<file path="src/rtl/interval_meter.sv">
`default_nettype none
// ============================================================================
// Module      : interval_meter
// Description : Measures cycles from an accepted start to the next evt rise,
//               compares against EXPECT, saturates/flags overflow, holds result
//               until ack.
// Revision    : 1.0 - initial release
// ============================================================================
module interval_meter #(
    parameter int WIDTH  = 4,
    parameter int EXPECT = 10
) (
    input  logic             clk,
    input  logic             rst,
    input  logic             start,
    input  logic             evt,
    input  logic             ack,
    output logic             busy,
    output logic             valid,
    output logic [WIDTH-1:0] count,
    output logic             match,
    output logic             overflow
);

    localparam logic [1:0]       c_IDLE   = 2'd0;
    localparam logic [1:0]       c_COUNT  = 2'd1;
    localparam logic [1:0]       c_HOLD   = 2'd2;
    localparam logic [WIDTH-1:0] c_MAX    = {WIDTH{1'b1}};
    localparam logic [WIDTH:0]   c_EXPECT = (WIDTH+1)'(EXPECT);

    if (EXPECT < 1 || EXPECT > (2**WIDTH) - 1) begin : g_expect_range_check
        $error("interval_meter: EXPECT out of range 1..2**WIDTH-1");
    end

    logic [1:0]       r_state;
    logic [WIDTH-1:0] r_cnt;
    logic             r_evt_d;
    logic             r_busy;
    logic             r_valid;
    logic [WIDTH-1:0] r_count;
    logic             r_match;
    logic             r_overflow;

    logic             w_rise;
    logic [WIDTH:0]   w_cnt_inc;

    assign w_rise    = evt & ~r_evt_d;
    // One extra bit so the EXPECT compare sees the true k; saturation keeps it from wrapping.
    assign w_cnt_inc = {1'b0, r_cnt} + {{WIDTH{1'b0}}, 1'b1};

    always_ff @(posedge clk or negedge rst) begin
        if (!rst) begin
            r_state    <= c_IDLE;
            r_cnt      <= '0;
            r_evt_d    <= 1'b0;
            r_busy     <= 1'b0;
            r_valid    <= 1'b0;
            r_count    <= '0;
            r_match    <= 1'b0;
            r_overflow <= 1'b0;
        end else begin
            r_evt_d <= evt;
            case (r_state)
                c_IDLE: begin
                    if (start) begin
                        r_state    <= c_COUNT;
                        r_busy     <= 1'b1;
                        r_cnt      <= '0;
                        r_count    <= '0;
                        r_match    <= 1'b0;
                        r_overflow <= 1'b0;
                    end
                end
                c_COUNT: begin
                    if (start) begin
                        r_cnt <= '0;
                    end else if (r_cnt == c_MAX) begin
                        r_state    <= c_HOLD;
                        r_busy     <= 1'b0;
                        r_valid    <= 1'b1;
                        r_count    <= c_MAX;
                        r_match    <= 1'b0;
                        r_overflow <= 1'b1;
                    end else if (w_rise) begin
                        r_state    <= c_HOLD;
                        r_busy     <= 1'b0;
                        r_valid    <= 1'b1;
                        r_count    <= w_cnt_inc[WIDTH-1:0];
                        r_match    <= (w_cnt_inc == c_EXPECT);
                        r_overflow <= 1'b0;
                    end else begin
                        r_cnt <= w_cnt_inc[WIDTH-1:0];
                    end
                end
                c_HOLD: begin
                    // start is deliberately ignored here; a new run must begin from IDLE.
                    if (ack) begin
                        r_state <= c_IDLE;
                        r_valid <= 1'b0;
                    end
                end
                default: begin
                    r_state <= c_IDLE;
                    r_busy  <= 1'b0;
                    r_valid <= 1'b0;
                end
            endcase
        end
    end

    assign busy     = r_busy;
    assign valid    = r_valid;
    assign count    = r_count;
    assign match    = r_match;
    assign overflow = r_overflow;

endmodule
`default_nettype wire
</file>
<file path="config.mk">
export PLATFORM = sky130hd
export DESIGN_NAME = interval_meter
export DESIGN_NICKNAME = d
export VERILOG_FILES = /design/src/rtl/interval_meter.sv
export SDC_FILE = /design/constraint.sdc
export NUM_CORES = 1
export LEC_CHECK = 0
export ABC_AREA = 1
export CAP_MARGIN = 20
export CORE_ASPECT_RATIO = 0.5
export CORE_MARGIN = 3
export CORE_UTILIZATION = 25
export DETAILED_ROUTE_END_ITERATION = 7
export PLACE_DENSITY = 0.56
export SYNTH_ARGS = -nofsm -noshare
export SYNTH_HDL_FRONTEND = slang
export SYNTH_SLANG_ARGS = --single-unit
</file>
<file path="constraint.sdc">
create_clock -name clk -period 1.4 [get_ports clk]
set_clock_uncertainty 0.2 [all_clocks]
set_input_delay 0.14 -clock clk [delete_from_list [all_inputs] [get_ports clk]]
set_output_delay 0.14 -clock clk [all_outputs]
set_load 0.01 [all_outputs]
</file>
==> impl_metrics.ini, run 1 <==
[routing]
dr.pass1.iters = 6
drcViolationCount = 0
viasPerCell = 4.37
via_count = 756
postRouteAntennaNets = 0
finalWirelength_microns = 1860
wire_per_inst_microns = 10.7
first_iter_violations = 42

[cells_and_area]
finalNetCount = 144
antenna_cells = 0
post-route-util = 0.452
areaGrowthSynthToFinish_pct = 62.0
drive_above_1_share = 0.375

[power_and_ir_drop]
p_int_uw = 943
switchingPower_uw = 475
share_comb_of_total_power = 0.359
seqPwrFrac = 0.390
clkPwrFrac = 0.251
total_power_uw = 1420
p_leak_uw = 0.000652
ir_worst_vdd_v = 0.000465
power_density_mw_per_mm2 = 1140
swShare = 0.335

[placed_design]
finalWeightedCongestion = 0.783
dp_slack_ns = -0.233
port_buffers = 12
dp_hpwl_microns = 1240

[yosys]
avgSynthCellArea_sq_um = 7.83
synth_common_cells = nand2_1 (32), dfrtp_1 (15), nand3_1 (12)
ys.warnings.count = 0
synth_edf_count = 0
yosysTopAreaCell = dfrtp_1
synth_fp_nets = 105
synth.cell_area_sq_um = 767
synth_ff_type = dfrtp_1
synth-async-reset-ratio = 1.00
yosysSeqAreaShare = 0.489
synth_cells = 98
ys_ff_latch = 15
synthTopCellsByArea = dfrtp_1 (49%), nand2_1 (16%), nand3_1 (7.8%), inv_1 (5.4%), ha_1 (3.3%)
ys_types = 16
synth.most_common_cell = nand2_1
synth_top_area_frac = 0.489

[run_status]
status = finished with violations
failed_checks = negative setup slack

[min_path]
hold_class = input pin to flip-flop

[timing]
rsz0062_at_grt = true
period_needed_ns = 1.43
slew_headroom = 0.826
max_freq_mhz = 701
report.final.slew_viol_count = 0
setup_violations = 3
max_slew.worst_pin.slew_ns = 0.260
finalWorstSetupSlack_ns = -0.0262
finalHoldViolCount = 0
hold_ws_ns = 0.164
fin_crit_sh = 1.02

[worst_setup_path]
worstPathMaxFanout = 7
critPathRequiredTime_ns = 1.35
worst-setup-path-type = input pin to flip-flop
crit_path_end_kind = flip-flop
arrival_ns = 1.37
start_kind = input pin

[cts]
clk_path_buf_depth = 2
clock_latency_ns = 0.25
clk_pin_slew_ns = 0.07
clockRootBuffer = clkbuf_8
clock-sinks = 15
htreeDepth = 1
cts_tree = done
cts_buffers = 3

[floorplanning]
num_rows = 13
ios = 13
die_w_microns = 84.3
start_util = 0.279
die-area_sq_mm = 0.00381
coreArea_sq_mm = 0.00275
fp.dieH_microns = 45.2

[grt]
grt_max_degree = 16
grt_pass1_vias = 681
grt_overflow = 0
grt_pass1_wl_microns = 3160
gr-usage-all-layers = 0.108
antenna_found_initial = 0

[run]
drv_cap = 0
==> worst paths after layout <==
| check | from | endpoint | slack, ns | cells past startpoint |
|---|---|---|---|---|
| setup / recovery | start | count[0] | -0.03 | 5 |
| hold / removal | evt | r_evt_d | 0.16 | 1 |
| setup reg to reg | r_cnt[0] | count[1] | -0.01 | 5 |
| hold reg to reg | valid | valid | 0.27 | 2 |
| max in group asynchronous | rst | r_state[1] | 0.25 | 3 |
| min in group asynchronous | rst | count[0] | 0.55 | 3 |
==> power groups by stage <==
stage,sequential [uW],combinational (uW),clock (uW)
after floorplan,576,183,0
after global placement,559,416,0
after detailed placement,560,412,0
after CTS,550,487,366
after global routing,562,562,383
final,553,509,356
==> state kept, by name, summed over array words and instances (netlist names) <==
register / cells
count: 4
r_cnt: 4
r_state: 2
busy: 1
match: 1
overflow: 1
r_evt_d: 1
valid: 1
==> logic make-up after synthesis <==
family / share of synthesized area
and+or+nand+nor: 0.341
DFF: 0.489
buffers and inverters: 0.0636
AOI/OAI and AO/OA: 0.0734
adders and majority gates: 0.0326
==> timing repair <==
action | CTS | global route
setup endpoints to repair | 19 | 14
endpoints found under the hold margin | 9 | 0
setup buffers | 7 | 1
pin swaps | 10 | 6
gates resized for setup | 27 | 8
cloned | 1 | 0
hold buffers | 1 | 0
==> layer usage <==
layer  global-route usage  wire (microns)
met1                0.144             959
met3               0.0291              39
met2                0.168             821
met4               0.0473              36
met5                    0               0
==> layout make-up <==
| class | instances | area, sq um |
|---|---|---|
| fill | 260 | 1510 |
| multi-input combinational | 71 | 445 |
| sequential | 15 | 378 |
| timing repair buffer | 33 | 278 |
| inverter | 13 | 48.8 |
| tap | 37 | 46.3 |
| clock buffer | 3 | 41.3 |
| clock inverter | 1 | 5.00 |
==> layout by cell type, fill, tap and decap left out, drive strengths merged <==
cell type,count
nand2,36
buf,20
dfrtp,15
inv,13
nand3,13
dlygate4sd2,8
o21ai,8
nor2,7
clkdlybuf4s50,4
clkbuf,3
nand4,2
ha,2
a21oi,1
a21o,1
or2,1
clkinv,1
dlygate4sd3,1
==> worst max-delay path: stages <==
cell and delay, ns:
clkdlybuf4s50_1 0.58, inv_2 0.08, a21oi_4 0.25, nand3_4 0.14, a21o_1 0.18
==> stage by stage <==
step                      TNS [ns]  instance area (sq um)  cells
after floorplan                  0                    779     98
after global placement       -2.08                   1040    160
after detailed placement     -2.39                   1040    160
after CTS                 -0.00472                   1220    172
after global routing        -0.682                   1240    173
final                      -0.0499                   1240    173
Power figures use the tool's default switching activity.
==> inputs of run 2 (changes only) <==
CORE_ASPECT_RATIO = not set   (was 0.5)
CORE_UTILIZATION = 45   (was 25)
PLACE_DENSITY = 0.83   (was 0.56)
==> impl_metrics.ini, run 2 (synthesis results as in run 1) <==
[routing]
wire_per_inst_microns = 14.3
finalWirelength_microns = 2150
first_iter_violations = 18
via_count = 799
dr.pass1.iters = 4
postRouteAntennaNets = 0
drcViolationCount = 0
viasPerCell = 5.33

[grt]
grt_max_degree = 16
antenna_found_initial = 0
grt_pass1_wl_microns = 3170
gr-usage-all-layers = 0.209
grt_overflow = 0
grt_pass1_vias = 765

[cells_and_area]
final_common_cell = nand2_1
final_cell_mix = nand2_1 (24), dfrtp_1 (13), buf_4 (13), nand3_1 (10)
fin_cells = 150
multi_input_area_sq_um = 457
areaGrowthSynthToFinish_pct = 58.7
regArea_sq_um = 378
antenna_cells = 0
finalNetCount = 142
nFillCells = 108
drive_above_1_share = 0.396

[placed_design]
port_buffers = 12
placedCellCount = 139
finalWeightedCongestion = 0.845
dp_hpwl_microns = 1370

[power_and_ir_drop]
p_leak_uw = 0.000649
power_density_mw_per_mm2 = 1110
ir_worst_vdd_v = 0.000682

[cts]
cts_tree = done
clk_pin_slew_ns = 0.09
htreeDepth = 1
cts_buffers = 3
clk_path_buf_depth = 2
clock_latency_ns = 0.29
clockRootBuffer = clkbuf_4
clock-sinks = 15

[worst_setup_path]
worstPathMaxFanout = 2
slowest_delay_ns = 0.42
cpMaxStageDelayCell = dfrtp_1
cpLargestDelayFamily = simple AND/OR/NAND/NOR gates
crit_top_cell = nand2_1
worst-setup-path-type = flip-flop to flip-flop
path_buf_inv = 2
start_kind = flip-flop
critPathRequiredTime_ns = 1.44
crit_path_end_kind = flip-flop
arrival_ns = 1.49
crit_path_cell_trace = ha_4, buf_6, inv_2, nand2_2, nand2_1, nand2_1, nor2_1, nand3_1, nand2_1

[timing]
setup_violations = 7
fin_crit_sh = 1.04
max_freq_mhz = 690
max_slew.worst_pin.slew_ns = 0.239
hold_ws_ns = 0.113
finalWorstSetupSlack_ns = -0.0499
period_needed_ns = 1.45
slew_headroom = 0.841
rsz0062_at_grt = true
report.final.slew_viol_count = 0
finalHoldViolCount = 0

[floorplanning]
die-area_sq_mm = 0.00224
die_w_microns = 47.3
start_util = 0.492
fp.dieH_microns = 47.3
coreArea_sq_mm = 0.00156
ios = 13
num_rows = 14

[run_status]
status = finished with violations
failed_checks = negative setup slack

[run]
drv_cap = 0

[min_path]
hold_class = input pin to flip-flop
==> run 2: cell count changes in the layout (fill, tap and decap cells not counted), moves of 2 or more <==
cell      change
buf_4         -5
buf_6         +2
clkbuf_4      +3
clkbuf_8      -3
inv_1         -2
inv_4         +2
nand2_1       -4
nand2_2       +3
nand3_1       +2
nand3_2       -2
==> run 2: per-layer routing <==
metal / vias to the layer above / global-route usage / share of wire
met5: - / 0 / 0
li1: 392 / - / -
met1: 381 / 0.229 / 0.41
met3: 9 / 0.0460 / 0.030
met4: 0 / 0.144 / 0.043
met2: 17 / 0.353 / 0.52
==> run 2: worst paths after layout <==
check                         start    endpoint  slack, ns  depth (start not counted)
min in group asynchronous       rst       valid       0.51                          3
setup / recovery           r_cnt[0]       match      -0.05                          9
max in group asynchronous       rst  r_state[0]       0.31                          3
hold / removal                  evt     r_evt_d       0.11                          1
setup reg to reg           r_cnt[0]       match      -0.05                          9
hold reg to reg            count[0]    count[0]       0.29                          1
==> run 2: cell type report <==
cell class                      instances  share of cell area
Sequential cell                        15               0.310
Tap cell                               16              0.0164
Inverter                               13              0.0442
Multi-Input combinational cell         71               0.375
Timing Repair Buffer                   31               0.232
Clock buffer                            4              0.0216
==> run 2: timing repair <==
action	4_1_cts	5_1_grt
hold buffers	1	0
resized for setup	21	26
setup buffers	2	3
pin swaps	4	12
endpoints found under the hold margin	15	0
gates cloned	0	1
setup endpoints to repair	21	14
==> run 2: metrics by stage <==
| step | util | worst slack, ns | power (uW) | cell area, sq um | TNS [ns] |
|---|---|---|---|---|---|
| 2_1_floorplan | - | 0.00717 | 759 | 779 | 0 |
| 3_3_place_gp | 0.652 | -0.224 | 963 | 1020 | -1.95 |
| 3_5_place_dp | 0.652 | -0.240 | 980 | 1020 | -2.33 |
| 4_1_cts | 0.704 | -0.0408 | 1250 | 1100 | -0.0451 |
| 5_1_grt | 0.781 | -0.152 | 1450 | 1220 | -0.962 |
| 6_report | 0.781 | -0.0499 | 1350 | 1220 | -0.196 |
==> run 2: power breakdown <==
group	internal [uW]	total [uW]	switching (uW)
Combinational	257	540	283
Sequential	500	556	56.6
Clock	111	258	147
